File: config.mk
export PLATFORM = sky130hd
export DESIGN_NAME = spi_led_tx_flat
export DESIGN_NICKNAME = d
export VERILOG_FILES = /design/src/rtl/spi_tx_pkg.sv /design/src/rtl/spi_led_tx_if.sv /design/src/rtl/spi_tick_gen.sv /design/src/rtl/spi_led_tx.sv /design/src/flat_wrapper.sv
export SDC_FILE = /design/constraint.sdc
export NUM_CORES = 1
export LEC_CHECK = 0
export ABC_CLOCK_PERIOD_IN_PS = 3250
export CELL_PAD_IN_SITES_DETAIL_PLACEMENT = 0
export CELL_PAD_IN_SITES_GLOBAL_PLACEMENT = 1
export CORE_UTILIZATION = 45
export DETAILED_ROUTE_END_ITERATION = 10
export PLACE_DENSITY = 0.9
export RECOVER_POWER = 100
export SYNTH_ARGS = -nofsm -noshare
export SYNTH_HDL_FRONTEND = slang
export SYNTH_SLANG_ARGS = --single-unit
File: constraint.sdc
create_clock -name clk -period 3.25 [get_ports clk]
set_clock_uncertainty 0.05 [all_clocks]
set_input_delay 0.65 -clock clk [delete_from_list [all_inputs] [get_ports clk]]
set_output_delay 0.65 -clock clk [all_outputs]
set_load 0.1 [all_outputs]
File: src/rtl/spi_tx_pkg.sv
// rtl/spi_tx_pkg.sv - shared state encoding and default sizing for the LED shift-register transmitter
package spi_tx_pkg;

    typedef enum logic [2:0] {
        IDLE,
        SHIFT_LO,
        SHIFT_HI,
        LATCH,
        DONE
    } state_t;

    localparam int DATA_W_DEFAULT  = 8;
    localparam int CLK_DIV_DEFAULT = 2;

endpackage

File: src/rtl/spi_led_tx_if.sv
// rtl/spi_led_tx_if.sv - request handshake and serial pins of the LED shift-register transmitter
interface spi_led_tx_if
    import spi_tx_pkg::*;
#(
    parameter int DATA_W = DATA_W_DEFAULT
);

    logic              start;
    logic [DATA_W-1:0] data_in;
    logic              busy;
    logic              done;
    logic              sclk;
    logic              mosi;
    logic              latch;

    modport master (
        output start, data_in,
        input  busy, done, sclk, mosi, latch
    );

    modport slave (
        input  start, data_in,
        output busy, done, sclk, mosi, latch
    );

endinterface

File: src/rtl/spi_tick_gen.sv
// rtl/spi_tick_gen.sv - sclk phase divider, ticks on the last clk cycle of each phase
module spi_tick_gen #(
    parameter int CLK_DIV = 2
) (
    input  logic clk,
    input  logic reset,
    input  logic clear,
    output logic tick
);

    logic [7:0] cnt;

    assign tick = (cnt == 8'(CLK_DIV - 1));

    // Count 0..CLK_DIV-1; restart on every phase boundary and while the FSM is not shifting
    always_ff @(posedge clk or posedge reset) begin
        if (reset) begin
            cnt <= '0;
        end else if (clear || tick) begin
            cnt <= '0;
        end else begin
            cnt <= cnt + 8'd1;
        end
    end

endmodule

File: src/rtl/spi_led_tx.sv
// rtl/spi_led_tx.sv - serialises a word MSB first to an external shift register, then strobes latch
module spi_led_tx
    import spi_tx_pkg::*;
#(
    parameter int DATA_W  = DATA_W_DEFAULT,
    parameter int CLK_DIV = CLK_DIV_DEFAULT
) (
    input  logic         clk,
    input  logic         reset,
    spi_led_tx_if.slave  bus
);

    localparam int CNT_W = $clog2(DATA_W);

    state_t            state, state_next;
    logic [DATA_W-1:0] shreg, shreg_next;
    logic [CNT_W-1:0]  bit_cnt, bit_cnt_next;
    logic              tick;
    logic              tick_clear;

    logic busy_q, done_q, sclk_q, mosi_q, latch_q;
    logic busy_next, done_next, sclk_next, mosi_next, latch_next;

    // The divider only runs while a phase is in progress
    assign tick_clear = (state == IDLE) || (state == DONE);

    spi_tick_gen #(
        .CLK_DIV (CLK_DIV)
    ) u_tick_gen (
        .clk   (clk),
        .reset (reset),
        .clear (tick_clear),
        .tick  (tick)
    );

    // Next-state and datapath: accept only in IDLE, shift after each sclk high phase
    always_comb begin
        state_next   = state;
        shreg_next   = shreg;
        bit_cnt_next = bit_cnt;
        unique case (state)
            IDLE: begin
                if (bus.start) begin
                    state_next   = SHIFT_LO;
                    shreg_next   = bus.data_in;
                    bit_cnt_next = CNT_W'(DATA_W - 1);
                end
            end
            SHIFT_LO: begin
                if (tick) begin
                    state_next = SHIFT_HI;
                end
            end
            SHIFT_HI: begin
                if (tick) begin
                    if (bit_cnt == '0) begin
                        state_next = LATCH;
                    end else begin
                        state_next   = SHIFT_LO;
                        shreg_next   = {shreg[DATA_W-2:0], 1'b0};
                        bit_cnt_next = bit_cnt - CNT_W'(1);
                    end
                end
            end
            LATCH: begin
                if (tick) begin
                    state_next = DONE;
                end
            end
            DONE: begin
                state_next = IDLE;
            end
            default: begin
                state_next = IDLE;
            end
        endcase
    end

    // Output decode from the upcoming state so the registered pins line up with the state
    always_comb begin
        busy_next  = (state_next != IDLE);
        done_next  = (state_next == DONE);
        sclk_next  = (state_next == SHIFT_HI);
        latch_next = (state_next == LATCH);
        mosi_next  = ((state_next == SHIFT_LO) || (state_next == SHIFT_HI)) ? shreg_next[DATA_W-1] : 1'b0;
    end

    // State and datapath registers
    always_ff @(posedge clk or posedge reset) begin
        if (reset) begin
            state   <= IDLE;
            shreg   <= '0;
            bit_cnt <= '0;
        end else begin
            state   <= state_next;
            shreg   <= shreg_next;
            bit_cnt <= bit_cnt_next;
        end
    end

    // Registered outputs keep sclk, mosi and latch glitch-free
    always_ff @(posedge clk or posedge reset) begin
        if (reset) begin
            busy_q  <= 1'b0;
            done_q  <= 1'b0;
            sclk_q  <= 1'b0;
            mosi_q  <= 1'b0;
            latch_q <= 1'b0;
        end else begin
            busy_q  <= busy_next;
            done_q  <= done_next;
            sclk_q  <= sclk_next;
            mosi_q  <= mosi_next;
            latch_q <= latch_next;
        end
    end

    assign bus.busy  = busy_q;
    assign bus.done  = done_q;
    assign bus.sclk  = sclk_q;
    assign bus.mosi  = mosi_q;
    assign bus.latch = latch_q;

endmodule

File: src/flat_wrapper.sv
// flat-port wrapper written by rule: the top's interface ports become plain ports
module spi_led_tx_flat import spi_tx_pkg::*;
#(
    parameter int DATA_W  = DATA_W_DEFAULT,
    parameter int CLK_DIV = CLK_DIV_DEFAULT
)
  (clk, reset, bus_start, bus_data_in, bus_busy, bus_done, bus_sclk, bus_mosi, bus_latch);
  spi_led_tx_if #(.DATA_W(DATA_W)) bus_i ();
  input  logic clk;
  input  logic reset;
  input wire logic [$bits(bus_i.start)-1:0] bus_start;
  input wire logic [$bits(bus_i.data_in)-1:0] bus_data_in;
  output wire logic [$bits(bus_i.busy)-1:0] bus_busy;
  output wire logic [$bits(bus_i.done)-1:0] bus_done;
  output wire logic [$bits(bus_i.sclk)-1:0] bus_sclk;
  output wire logic [$bits(bus_i.mosi)-1:0] bus_mosi;
  output wire logic [$bits(bus_i.latch)-1:0] bus_latch;
  assign bus_i.start = bus_start;
  assign bus_i.data_in = bus_data_in;
  assign bus_busy = bus_i.busy;
  assign bus_done = bus_i.done;
  assign bus_sclk = bus_i.sclk;
  assign bus_mosi = bus_i.mosi;
  assign bus_latch = bus_i.latch;
  spi_led_tx #(.DATA_W(DATA_W), .CLK_DIV(CLK_DIV)) u_core (.clk(clk), .reset(reset), .bus(bus_i));
endmodule
# --- After elaboration in Yosys (flattened, before gate mapping) ---
# Index checks and enable logic that the tools add are counted.
classes:
  div: 0
  reduce_logical: 8
  shift: 0
  n_eq_ne: 12
  mux: 16
  addsub: 2
  n_mul: 0
  bitwise_logic: 0
  order_cmp: 0
ops:
  columns: ["op", "count"]
  rows:
  - ["8-bit 2-to-1 mux", 4]
  - ["3-bit 2-to-1 mux", 7]
  - ["8-bit case mux with 2 select lines", 1]
  - ["3-bit by 2-bit == test with 1-bit output (second input constant)", 4]
  - ["3-bit case mux with 4 select lines", 1]
  - ["8-bit by 1-bit adder with 8-bit output (second input constant)", 1]
  - ["8-bit by 1-bit == test with 1-bit output (second input constant)", 1]
  - ["3-bit by 1-bit == test with 1-bit output (second input constant)", 2]
  - ["3-bit == test (second input constant)", 2]
  - ["3-bit logical NOT", 2]
  - ["2-bit != test (second input constant)", 3]
  - ["3-bit case mux with 2 select lines", 1]
  - ["4-bit AND reduction", 1]
  - ["1-bit logical OR", 3]
  - ["3-bit nonzero test", 1]
  - ["3-bit by 1-bit subtractor with 3-bit output (second input constant)", 1]
  - ["2-bit 2-to-1 mux", 1]
  - ["2-bit nonzero test", 1]
  - ["1-bit 2-to-1 mux", 1]
word_totals:
  input_bits: 11
  mem_bits_rw: 0
  rom_bits: 0
  n_memories: 0
  latchBits: 0
  out_inout_bits: 5
  elab_cells: 48
  regBits: 27

# --- Depth between registers and ports, before layout ---
logic_depth:
  word_depth: 7
  mapped_depth: 7

# --- Modules after synthesis ---
# A second synthesis with hierarchy kept.
hier_totals:
  hier_cells: 117
  area_unflattened_um2: 1346.3
by_module_without_submodules:
  columns: ["mod", "cells_per_inst", "area_each_um2", "seq_area_each_um2", "n_inst"]
  rows:
  - ["spi_led_tx", 77, 934.6, 475.5, 1]
  - ["spi_tick_gen", 40, 411.6, 200.2, 1]

# --- Worst setup path after synthesis ---
# No wires, ideal clock.
synth_path:
  path_type: "register to register"
  from: "register u_core.u_tick_gen.cnt[1]"
  to: "register u_core.mosi_q, in the netlist u_core.bus.mosi"
  path_buffers: 0
  synth_period_minus_slack_ps: 1656
  setup_slack_ps: 1594
  required_ps: 3074
  path_stages_with_launch: 7
  arrival_ps: 1480
  path_cell_list: "dfrtp_1 > inv_1 > ha_1 > nor3b_2 > a41oi_4 > a221o_1 > o311a_1"
synth_between:
  word_cells_on_any_way: 11
synth_rtl:
  columns: ["item", "line_no", "rtl"]
  rows:
  - ["from (decl)", "spi_tick_gen.sv:11", "logic [7:0] cnt;"]
  - ["from (signal assigned)", "spi_tick_gen.sv:22", "cnt <= cnt + 8'd1;"]
  - ["8-bit by 1-bit == test with 1-bit output", "spi_tick_gen.sv:13", "assign tick = (cnt == 8'(CLK_DIV - 1));"]
  - ["8-bit 2-to-1 mux", "spi_led_tx.sv:55", "if (tick) begin"]
  - ["8-bit case mux with 2 select lines", "spi_led_tx.sv:41", "unique case (state)"]
  - ["via u_core.shreg_next[7]", "spi_led_tx.sv:16", "logic [DATA_W-1:0] shreg, shreg_next;"]
  - ["1-bit 2-to-1 mux", "spi_led_tx.sv:85", "mosi_next = ((state_next == SHIFT_LO) || (state_next == SHIFT_HI)) ? shreg_next[DATA_W-1] : 1'b0;"]
  - ["via u_core.mosi_next", "spi_led_tx.sv:22", "logic busy_next, done_next, sclk_next, mosi_next, latch_next;"]
  - ["to (signal assigned)", "spi_led_tx.sv:113", "mosi_q <= mosi_next;"]
  - ["to (decl)", "spi_led_tx.sv:21", "logic busy_q, done_q, sclk_q, mosi_q, latch_q;"]
# The timed path passes the listed nets, and every way through them passes these cells. The select of a mux whose other input is x is not followed.
# A chain may end at the register's enable or synchronous reset.

# --- Final worst setup path ---
layout_path:
  from: "input port bus_start"
  to: "register u_core.mosi_q, in the netlist u_core.bus.mosi"
layout_between:
  word_cells_on_any_way: 8
layout_rtl:
  columns: ["item", "line_no", "rtl"]
  rows:
  - ["from (decl)", "flat_wrapper.sv:11", "input wire logic [$bits(bus_i.start)-1:0] bus_start;"]
  - ["8-bit 2-to-1 mux", "spi_led_tx.sv:43", "if (bus.start) begin"]
  - ["8-bit case mux with 2 select lines", "spi_led_tx.sv:41", null]
  - ["via u_core.shreg_next[7]", "spi_led_tx.sv:16", null]
  - ["1-bit 2-to-1 mux", "spi_led_tx.sv:85", null]
  - ["via u_core.mosi_next", "spi_led_tx.sv:22", null]
# The timed path passes the listed nets, and every way through them passes these cells. The select of a mux whose other input is x is not followed.

==> impl_metrics.tcl <==
set metrics [dict create \
    status "finished, final reports clean" \
    grt_first_pass_wirelength_um 3950 \
    cp-end-kind "flip-flop" \
    slew_violations 0 \
    rsz0062_at_grt "no" \
    cts_buffers 3 \
    clock-sinks 27 \
    cp_num_buf_inv 1 \
    place_hpwl_um 1550 \
    drc 0 \
    startpoint_type "input pin" \
    netlist_top_cells_area "dfrtp_1 52%, nand2_1 5.2%, ha_1 3.8%" \
    async_flop_share 1.00 \
    drive_above_1_share 0.0662 \
    die_w_um 56.0 \
    wl_um 2200 \
    antenna_left 0 \
    final_util 0.523 \
    holdPathEnd "u_core.shreg[2]$_DFFE_PP0P_" \
    antenna_found_initial 0 \
    synthCells 122 \
    cp.required_ps 3440 \
    vias 876 \
    grt_max_degree 28 \
    routedWlPerCell_um 13.1 \
    min_from "u_core.shreg[2]$_DFFE_PP0P_" \
    cap_violations 0 \
    cp_slowest_cell "nor4b_2" \
    reg2reg_depth 4 \
    p_leak_nw 0.650 \
    initial_core_util 0.475 \
    setup_tns_ps 0 \
    syn-num-nets 137 \
    hold_viol_final 0 \
    fill_cells 266 \
    total_power_mw 1.22 \
    ir_drop_mv 0.645 \
    cp.arrival_ps 2730 \
    cts_setup_buffers 0 \
    fmax_ghz 0.394 \
    first_iter_violations 26 \
    fin_crit_ps 2540 \
    final-setup-viol-count 0 \
    cts_hold_buf 0 \
    synthDominantCellAreaShare 0.516 \
    clk_pin_slew_ps 150 \
    gp_congestion 0.819 \
    crit_type "input pin to flip-flop" \
    dieHeight_um 56.0 \
    timing.rr.end "u_core.bus.mosi$_DFF_PP0_" \
    yosys_warnings 0 \
    slew_headroom 0.0567 \
    syn_area_per_cell_um2 10.7 \
    coreArea_um2 2760 \
    synth_seq_area_share 0.516 \
    tightestPinTransition_ps 1410 \
    ys_ff_latch 27 \
    r2r_setup_slack_ps 950 \
    crit_family "simple AND/OR/NAND/NOR gates" \
    synth-edff-count 0 \
    cts_root_buf "clkbuf_4" \
    grt_pass1_vias 906 \
    crit_chain "dlygate4sd3_1 > nor4b_2 > a41oi_4 > a221o_1 > o311a_1" \
    overflow 0 \
    synth_ff_type "dfrtp_1" \
    cts_tree "yes" \
    crit_fanout 11 \
    ioPinCount 16 \
    htreeDepth 1 \
    synthDistinctLibCells 35 \
    hp-class "flip-flop to flip-flop" \
    powerDensity_nw_per_um2 843 \
    yosys.area.top_type "dfrtp_1" \
    holdPathStages 2 \
    postCtsResizedCells 0 \
    fin_crit_sh 0.781 \
    synth_area_um2 1310 \
    drt-pass1-iter-count 4 \
    via_per_inst 5.25 \
    clock_latency_ps 330 \
    groute.usage.overall 0.161 \
    area_growth_pct 10.0 \
    n_antenna_cell 0 \
    portBuffers 15 \
    fin_nets 152 \
    rows 19 \
    critPathMaxStageDelay_ps 840 \
    dieArea_um2 3130 \
    ctsLongestPathBuffers 2 \
    r2r-start "u_core.state[0]$_DFF_PP0_" \
]
==> worst max path at each step <==
stage | start | endpoint | slack, ps | depth (start not counted)
floorplan | u_core.u_tick_gen.cnt[1]$_DFF_PP0_ | u_core.bus.mosi$_DFF_PP0_ | 1590 | 6
global placement | bus_start | u_core.bus.mosi$_DFF_PP0_ | 760 | 5
detailed placement | bus_start | u_core.bus.mosi$_DFF_PP0_ | 690 | 5
CTS | bus_start | u_core.bus.mosi$_DFF_PP0_ | 1080 | 5
global route | bus_start | u_core.bus.mosi$_DFF_PP0_ | 640 | 5
finish | bus_start | u_core.bus.mosi$_DFF_PP0_ | 710 | 5
==> where the power goes <==
part	internal [mW]	total [mW]	switching (mW)
Combinational	0.157	0.525	0.368
Sequential	0.448	0.542	0.0940
Clock	0.0472	0.148	0.101
==> per-stage QoR <==
step                hold WS [ps]  instances  area, um^2  worst slack (ps)
floorplan                    396        122        1310              1590
global placement             414        163        1450               761
detailed placement           414        163        1450               688
CTS                          456        167        1480              1080
global route                 482        167        1440               636
finish                       456        167        1440               712
==> cell families (layout without fill, tap and decap cells) <==
logic type,after synthesis,after routing,synth area share
AO/OA/AOI/OAI,20,20,0.119
XOR/XNOR,6,6,0.0401
adder cells (fa/ha/maj),4,4,0.0382
buffers and inverters,11,25,0.0478
flip-flops,27,27,0.516
multiplexers,2,2,0.0153
AND/OR/NAND/NOR,52,52,0.223
==> layer usage <==
metal	part of all wire	wire length, um	global-route usage
met4	0.011	24	0.0523
met1	0.46	1020	0.209
met2	0.50	1090	0.260
met5	0	0	0
met3	0.030	65	0.0488
==> cell usage in the layout, fill, tap and decap left out <==
cell             synthesis  routed
a221oi_1                 1       1
and3_2                   1       1
o311a_1                  1       1
dlygate4sd3_1            0       2
ha_1                     4       4
nor2_1                  12      12
nand4_1                  1       1
and4_1                   0       1
a21oi_1                  5       5
nand2_1                 18      18
mux2i_1                  2       2
a22oi_1                  6       6
dfrtp_1                 27      27
a41oi_4                  1       1
and3_1                   2       2
clkbuf_4                 0       3
a221o_1                  1       1
or3_1                    1       1
xnor2_1                  2       2
o21ai_0                  2       3
nor3b_2                  2       1
nor3b_1                  0       1
o21bai_1                 1       1
and2_1                   2       2
nor4b_2                  0       1
a211oi_1                 1       1
nand3_1                  3       3
clkdlybuf4s50_1          0       8
clkbuf_1                 1       6
clkinvlp_4               0       1
nor4_4                   1       1
nand2b_1                 2       2
inv_1                    5       5
nor3_1                   4       4
xor2_1                   4       4
and2_0                   0       1
==> synth_stat cells (all sizes together) (2+ instances only) <==
cell / instances
nand3: 3
xor2: 4
and3: 3
a22oi: 6
and2: 3
ha: 4
dfrtp: 27
nor2: 12
xnor2: 2
a21oi: 5
nor3: 4
mux2i: 2
buf: 5
nand2b: 2
inv: 5
nor3b: 2
o21ai: 3
nand2: 18
==> layout make-up <==
cell class / instances / area, um^2 / area share
Clock buffer: 3 / 22.5 / 0.0156
Inverter: 5 / 18.8 / 0.0130
Timing Repair Buffer: 16 / 123 / 0.0851
Clock inverter: 1 / 7.51 / 0.00521
Multi-Input combinational cell: 84 / 556 / 0.385
Tap cell: 31 / 38.8 / 0.0269
Sequential cell: 27 / 676 / 0.469
==> flip-flops by register name, summed over array words and instances (netlist names) <==
| signal | cells |
|---|---|
| u_core.state | 3 |
| u_core.shreg | 8 |
| u_core.bus.done | 1 |
| u_core.bus.sclk | 1 |
| u_core.u_tick_gen.cnt | 8 |
| u_core.bus.mosi | 1 |
| u_core.bit_cnt | 3 |
| u_core.bus.busy | 1 |
| u_core.bus.latch | 1 |
==> worst min-delay path, stage by stage, from the launching register on <==
cell and delay [ps]:
dfrtp_1 380, nand2_1 50, nand2_1 60
Power figures use the tool's default switching activity.
